$ cat config.mk
export PLATFORM = sky130hd
export DESIGN_NAME = raw_readback_serialiser
export DESIGN_NICKNAME = d
export VERILOG_FILES = /design/src/rtl/raw_readback_serialiser.sv
export SDC_FILE = /design/constraint.sdc
export NUM_CORES = 1
export LEC_CHECK = 0
export CAP_MARGIN = 20
export CORE_ASPECT_RATIO = 1.1
export CORE_MARGIN = 2
export CORE_UTILIZATION = 63
export CTS_BUF_LIST = sky130_fd_sc_hd__clkbuf_4 sky130_fd_sc_hd__clkbuf_8
export CTS_CLUSTER_DIAMETER = 120
export DETAILED_ROUTE_END_ITERATION = 8
export PLACE_DENSITY = 0.87
export SLEW_MARGIN = 0
export SYNTH_ARGS = -nofsm -noshare
export SYNTH_HDL_FRONTEND = slang
export SYNTH_SLANG_ARGS = --single-unit
$ cat constraint.sdc
create_clock -name clock_i -period 7.1 [get_ports clock_i]
set_clock_uncertainty 0.1 [all_clocks]
set_input_delay 0.71 -clock clock_i [delete_from_list [all_inputs] [get_ports clock_i]]
set_output_delay 0.71 -clock clock_i [all_outputs]
set_load 0.05 [all_outputs]
$ cat src/rtl/raw_readback_serialiser.sv
// Read-back serialiser: buffers 24-bit SDRAM sample words in a small FIFO and
// streams each word MSB-first as three bytes to the SPI register interface.
module raw_readback_serialiser #(
    parameter int unsigned ABITS = 2,
    parameter int unsigned DELAY = 3
) (
    input  logic             clock_i,
    input  logic             reset_ni,
    input  logic             enable_i,
    input  logic             mem_valid_i,
    input  logic [31:0]      mem_data_i,
    input  logic             byte_req_i,
    output logic [7:0]       byte_data_o,
    output logic             byte_valid_o,
    output logic             read_complete_o,
    output logic [ABITS:0]   words_o,
    output logic             overflow_o
);
    localparam int unsigned DEPTH = 1 << ABITS;
    localparam int unsigned PW    = ABITS + 1;
    localparam int unsigned WW    = 24;

    typedef enum logic {S_EMPTY, S_SEND} state_t;

    state_t          state_q, state_d;
    logic [WW-1:0]   mem_q [DEPTH];
    logic [PW-1:0]   wr_ptr_q, wr_ptr_d;
    logic [PW-1:0]   rd_ptr_q, rd_ptr_d;
    logic [PW-1:0]   words_q, words_d;
    logic [WW-1:0]   word_q, word_d;
    logic [1:0]      idx_q, idx_d;
    logic [7:0]      byte_q, byte_d;
    logic            valid_q, valid_d;
    logic            done_q, done_d;
    logic            ovf_q, ovf_d;
    logic            empty_c, full_c, push_c, pop_c, push_ok_c;
    logic            unused_c;

    // The simulation delay parameter and the upper data byte carry no logic.
    assign unused_c = ^{mem_data_i[31:WW], 32'(DELAY)};

    assign empty_c = (wr_ptr_q == rd_ptr_q);
    assign full_c  = (wr_ptr_q[ABITS] != rd_ptr_q[ABITS]) &&
                     (wr_ptr_q[ABITS-1:0] == rd_ptr_q[ABITS-1:0]);

    // Next-state: serialiser sequencing, FIFO pointer update and byte select.
    always_comb begin
        state_d   = state_q;
        idx_d     = idx_q;
        word_d    = word_q;
        pop_c     = 1'b0;
        done_d    = 1'b0;
        push_c    = enable_i && mem_valid_i;
        push_ok_c = 1'b0;
        ovf_d     = ovf_q;
        byte_d    = 8'h00;

        case (state_q)
            S_EMPTY: begin
                if (!empty_c) begin
                    pop_c   = 1'b1;
                    word_d  = mem_q[rd_ptr_q[ABITS-1:0]];
                    idx_d   = 2'd0;
                    state_d = S_SEND;
                end
            end
            S_SEND: begin
                if (byte_req_i) begin
                    if (idx_q != 2'd2) begin
                        idx_d = idx_q + 2'd1;
                    end else begin
                        done_d = 1'b1;
                        idx_d  = 2'd0;
                        if (!empty_c) begin
                            pop_c  = 1'b1;
                            word_d = mem_q[rd_ptr_q[ABITS-1:0]];
                        end else begin
                            state_d = S_EMPTY;
                        end
                    end
                end
            end
        endcase

        // A pop on the same edge frees a slot, so a push into a full FIFO still lands.
        push_ok_c = push_c && (!full_c || pop_c);
        ovf_d     = ovf_q | (push_c && !push_ok_c);
        wr_ptr_d  = wr_ptr_q + PW'(push_ok_c);
        rd_ptr_d  = rd_ptr_q + PW'(pop_c);
        words_d   = wr_ptr_d - rd_ptr_d;
        valid_d   = (state_d == S_SEND);

        if (valid_d) begin
            case (idx_d)
                2'd0:    byte_d = word_d[23:16];
                2'd1:    byte_d = word_d[15:8];
                default: byte_d = word_d[7:0];
            endcase
        end
    end

    // State and control registers.
    always_ff @(posedge clock_i) begin
        if (!reset_ni) begin
            state_q  <= S_EMPTY;
            wr_ptr_q <= '0;
            rd_ptr_q <= '0;
            words_q  <= '0;
            word_q   <= '0;
            idx_q    <= 2'd0;
            byte_q   <= 8'h00;
            valid_q  <= 1'b0;
            done_q   <= 1'b0;
            ovf_q    <= 1'b0;
        end else begin
            state_q  <= state_d;
            wr_ptr_q <= wr_ptr_d;
            rd_ptr_q <= rd_ptr_d;
            words_q  <= words_d;
            word_q   <= word_d;
            idx_q    <= idx_d;
            byte_q   <= byte_d;
            valid_q  <= valid_d;
            done_q   <= done_d;
            ovf_q    <= ovf_d;
        end
    end

    // FIFO storage; contents are don't-care until the write pointer passes them.
    always_ff @(posedge clock_i) begin
        if (push_ok_c) begin
            mem_q[wr_ptr_q[ABITS-1:0]] <= mem_data_i[WW-1:0];
        end
    end

    assign byte_data_o     = byte_q;
    assign byte_valid_o    = valid_q;
    assign read_complete_o = done_q;
    assign words_o         = words_q;
    assign overflow_o      = ovf_q;
endmodule
==> impl_metrics.xml <==
<?xml version="1.0" encoding="UTF-8"?>
<metrics>
  <group name="outcome">
    <metric name="outcome" unit="">complete, no violations</metric>
  </group>
  <group name="sta">
    <metric name="maxClockFrequency" unit="GHz">0.297</metric>
    <metric name="final_worst_slack" unit="ps">3740</metric>
    <metric name="grt_setup_unrepaired" unit="">no</metric>
    <metric name="timing.final.crit_share" unit="%">47.4</metric>
    <metric name="slew_headroom" unit="%">36.0</metric>
    <metric name="setup_violations" unit="">0</metric>
    <metric name="hold_violations" unit="">0</metric>
    <metric name="slew_violations" unit="">0</metric>
    <metric name="post-route-min-period" unit="ps">3360</metric>
    <metric name="worstMarginPinSlew" unit="ps">960</metric>
    <metric name="tns" unit="ps">0</metric>
  </group>
  <group name="placement">
    <metric name="place_hpwl" unit="um">5650</metric>
    <metric name="port_buffers" unit="">42</metric>
    <metric name="dp_worst_setup_slack" unit="ps">3390</metric>
    <metric name="globalplace.congestion" unit="">0.854</metric>
    <metric name="dpl_cell_area" unit="mm2">0.00590</metric>
  </group>
  <group name="route">
    <metric name="final_antenna_net_count" unit="">0</metric>
    <metric name="viasPerCell" unit="">5.82</metric>
    <metric name="detailedRoute.firstPassIterationCount" unit="">6</metric>
    <metric name="detailroute.via_count" unit="">2811</metric>
    <metric name="routed_wirelength" unit="um">9090</metric>
    <metric name="drt-initial-drc-count" unit="">174</metric>
    <metric name="route.detailed.drc" unit="">0</metric>
    <metric name="route.detailed.wl_per_inst" unit="um">18.8</metric>
  </group>
  <group name="layout">
    <metric name="fin_nets" unit="">402</metric>
    <metric name="layout.cell_area.non_filler" unit="mm2">0.00629</metric>
    <metric name="diode_insertion_count_for_antenna_repair" unit="">0</metric>
    <metric name="synthToLayoutAreaGrowth" unit="%">16.9</metric>
    <metric name="post_route_cells_drive_above_1_share" unit="%">19.6</metric>
  </group>
  <group name="clocking">
    <metric name="tritoncts" unit="">yes</metric>
    <metric name="hold_bufs_at_cts" unit="">0</metric>
    <metric name="post_cts_resized" unit="">0</metric>
    <metric name="clock_tree.root_cell" unit="">sky130_fd_sc_hd__clkbuf_8</metric>
    <metric name="clock_transition_at_the_registers_of_the_reported_paths" unit="ps">80</metric>
    <metric name="cts-htree-levels" unit="">4</metric>
    <metric name="cts-root-to-sink-buffers" unit="">2</metric>
    <metric name="cts_num_sinks" unit="">142</metric>
    <metric name="cts.repair_timing.setup_buffer_count" unit="">0</metric>
    <metric name="cts_buffers" unit="">17</metric>
    <metric name="worstSkewPairLatency" unit="ps">420</metric>
  </group>
  <group name="power_and_ir_drop">
    <metric name="clockPowerShare" unit="%">28.5</metric>
    <metric name="max-vdd-ir-drop" unit="uV">189</metric>
    <metric name="switching_power" unit="mW">0.657</metric>
    <metric name="power.static_leakage" unit="nW">2.10</metric>
    <metric name="power_per_cell_area" unit="mW/mm2">342</metric>
    <metric name="internal_power" unit="mW">1.50</metric>
    <metric name="power.combinational.fraction" unit="%">23.5</metric>
    <metric name="seq_power_share" unit="%">48.0</metric>
    <metric name="sw_frac_of_total" unit="%">30.5</metric>
    <metric name="power.total" unit="mW">2.15</metric>
  </group>
  <group name="synthesis">
    <metric name="leading_post_synthesis_cells_by_cell_area" unit="">sky130_fd_sc_hd__edfxtp_1 (54%), sky130_fd_sc_hd__dfxtp_1 (17%), sky130_fd_sc_hd__mux4_2 (10%)</metric>
    <metric name="synth_area" unit="mm2">0.00538</metric>
    <metric name="synthArstFlopShare" unit="%">0</metric>
    <metric name="syn_inst" unit="">308</metric>
    <metric name="synthTopCellsByCount" unit="">sky130_fd_sc_hd__edfxtp_1 (96), sky130_fd_sc_hd__dfxtp_1 (46), sky130_fd_sc_hd__mux2i_1 (24), sky130_fd_sc_hd__mux4_2 (24), sky130_fd_sc_hd__nor2_1 (20)</metric>
    <metric name="yosys.area.top_type" unit="">sky130_fd_sc_hd__edfxtp_1</metric>
    <metric name="mappedNetlistNets" unit="">351</metric>
    <metric name="synth_unique_cells" unit="">38</metric>
    <metric name="yosys_most_used_dff" unit="">sky130_fd_sc_hd__edfxtp_1</metric>
    <metric name="synth.avg_cell_area" unit="um2">17.5</metric>
    <metric name="synth_top_cell_area_share" unit="%">53.6</metric>
    <metric name="synth-seq-area-share" unit="%">70.7</metric>
    <metric name="yosys.cell_count.top_type" unit="">sky130_fd_sc_hd__edfxtp_1</metric>
    <metric name="synth_edf_count" unit="">96</metric>
    <metric name="synth.ff_latch_count" unit="">142</metric>
    <metric name="ys.warnings.count" unit="">0</metric>
  </group>
  <group name="floorplan">
    <metric name="floorplan.die.height" unit="um">101</metric>
    <metric name="core_area" unit="mm2">0.00832</metric>
    <metric name="num_rows" unit="">35</metric>
    <metric name="floorplan.die.width" unit="um">92.1</metric>
    <metric name="floorplan.die_area" unit="mm2">0.00930</metric>
    <metric name="start_util" unit="%">64.7</metric>
    <metric name="top_level_ports" unit="">51</metric>
  </group>
  <group name="grt">
    <metric name="grt_start_max_net_pins" unit="">27</metric>
    <metric name="grt_use_total" unit="%">21.8</metric>
    <metric name="grt_pass1_wl" unit="um">14800</metric>
    <metric name="first_global_vias" unit="">2912</metric>
    <metric name="overflow" unit="">0</metric>
    <metric name="antenna_found_initial" unit="">0</metric>
  </group>
  <group name="worst_setup_path">
    <metric name="worstPathBufferInverterCount" unit="">3</metric>
    <metric name="setup.worst_path.class" unit="">flip-flop to flip-flop</metric>
    <metric name="crit_required" unit="ps">7290</metric>
    <metric name="critPathMaxFanout" unit="">26</metric>
    <metric name="slowest_stage" unit="">sky130_fd_sc_hd__dfxtp_2</metric>
    <metric name="critical-path-max-stage-delay" unit="ps">970</metric>
    <metric name="type_of_origin_of_the_critical_path" unit="">flip-flop</metric>
    <metric name="critical_path_arrival" unit="ps">3560</metric>
    <metric name="cp_top_family" unit="">flip-flops</metric>
    <metric name="worstPathCellList" unit="">xnor2_2 -&gt; nand2_1 -&gt; o311ai_2 -&gt; inv_2 -&gt; ha_1 -&gt; inv_1 -&gt; ha_1 -&gt; inv_1 -&gt; fa_1 -&gt; xnor2_1 -&gt; nor2_1</metric>
    <metric name="crit_path_end_kind" unit="">flip-flop</metric>
  </group>
  <group name="hold_path">
    <metric name="hold_path.class" unit="">flip-flop to flip-flop</metric>
  </group>
  <group name="run">
    <metric name="drv_cap" unit="">0</metric>
  </group>
</metrics>
layout by cell type, fill, tap and decap left out, drive strengths merged, types with 3 or more instances in the layout:
master / netlist / final
and2: 5 / 5
xor2: 3 / 3
buf: 9 / 6
mux4: 24 / 24
dfxtp: 46 / 46
nand2: 6 / 6
nor2: 20 / 20
xnor2: 5 / 5
clkdlybuf4s50: 0 / 42
clkinvlp: 0 / 3
clkbuf: 7 / 17
a22oi: 9 / 9
o21ai: 8 / 8
ha: 5 / 5
edfxtp: 96 / 96
mux2i: 24 / 24
inv: 6 / 15
nor2b: 14 / 14
path summary, 6_finish.rpt:
kind                from    endpoint  slack, ps  cells after the start
min reg2reg   overflow_o  overflow_o        370                      1
max          rd_ptr_q[0]  words_o[2]       3740                     11
max reg2reg  rd_ptr_q[0]  words_o[2]       3740                     11
min           overflow_o  overflow_o        370                      1
final cells by class:
| class | count | area [um2] |
|---|---|---|
| flip-flops and latches | 142 | 3800 |
| clock inverters | 15 | 151 |
| inverters | 6 | 22.5 |
| multi-input cells | 144 | 1470 |
| repair buffers | 48 | 465 |
| clock buffers | 17 | 234 |
| well taps | 111 | 139 |
| fillers | 495 | 2030 |
power by group through the flow:
stage / logic, mW / registers [mW] / clock network [mW]
finish: 0.506 / 1.03 / 0.613
global route: 0.547 / 1.05 / 0.658
CTS: 0.508 / 1.04 / 0.627
detailed placement: 0.504 / 1.05 / 0
global placement: 0.492 / 1.05 / 0
floorplan: 0.380 / 1.07 / 0
metal layers:
metal / GRT usage, % / part of all wire [%] / routed length [um]
met5: 0 / 0 / 0
met1: 27.0 / 40 / 3670
met3: 5.31 / 4.5 / 410
met4: 10.1 / 2.0 / 184
met2: 36.7 / 53 / 4820
sequential cells by signal, summed over array words and instances, names as in the netlist:
name / count
mem_q: 96
word_q: 24
byte_data_o: 8
rd_ptr_q: 3
words_o: 3
wr_ptr_q: 3
idx_q: 2
byte_valid_o: 1
overflow_o: 1
read_complete_o: 1
logic make-up after synthesis:
group	after synthesis	synth area share (%)
AOI/OAI and AO/OA	27	4.07
xor gates and xnor gates	8	1.72
adders and majority gates	6	1.53
buffers and inverters	22	2.25
DFF	142	70.7
muxes	48	14.5
and+or+nand+nor	55	5.25
per-stage QoR:
| step | hold WS (ps) | instances | utilization, % |
|---|---|---|---|
| 2_1_floorplan | 353 | 308 | - |
| 3_3_place_gp | 347 | 451 | 71.0 |
| 3_5_place_dp | 354 | 451 | 71.0 |
| 4_1_cts | 374 | 483 | 75.6 |
| 5_1_grt | 380 | 483 | 75.6 |
| 6_report | 367 | 483 | 75.6 |
Power figures use the tool's default switching activity.
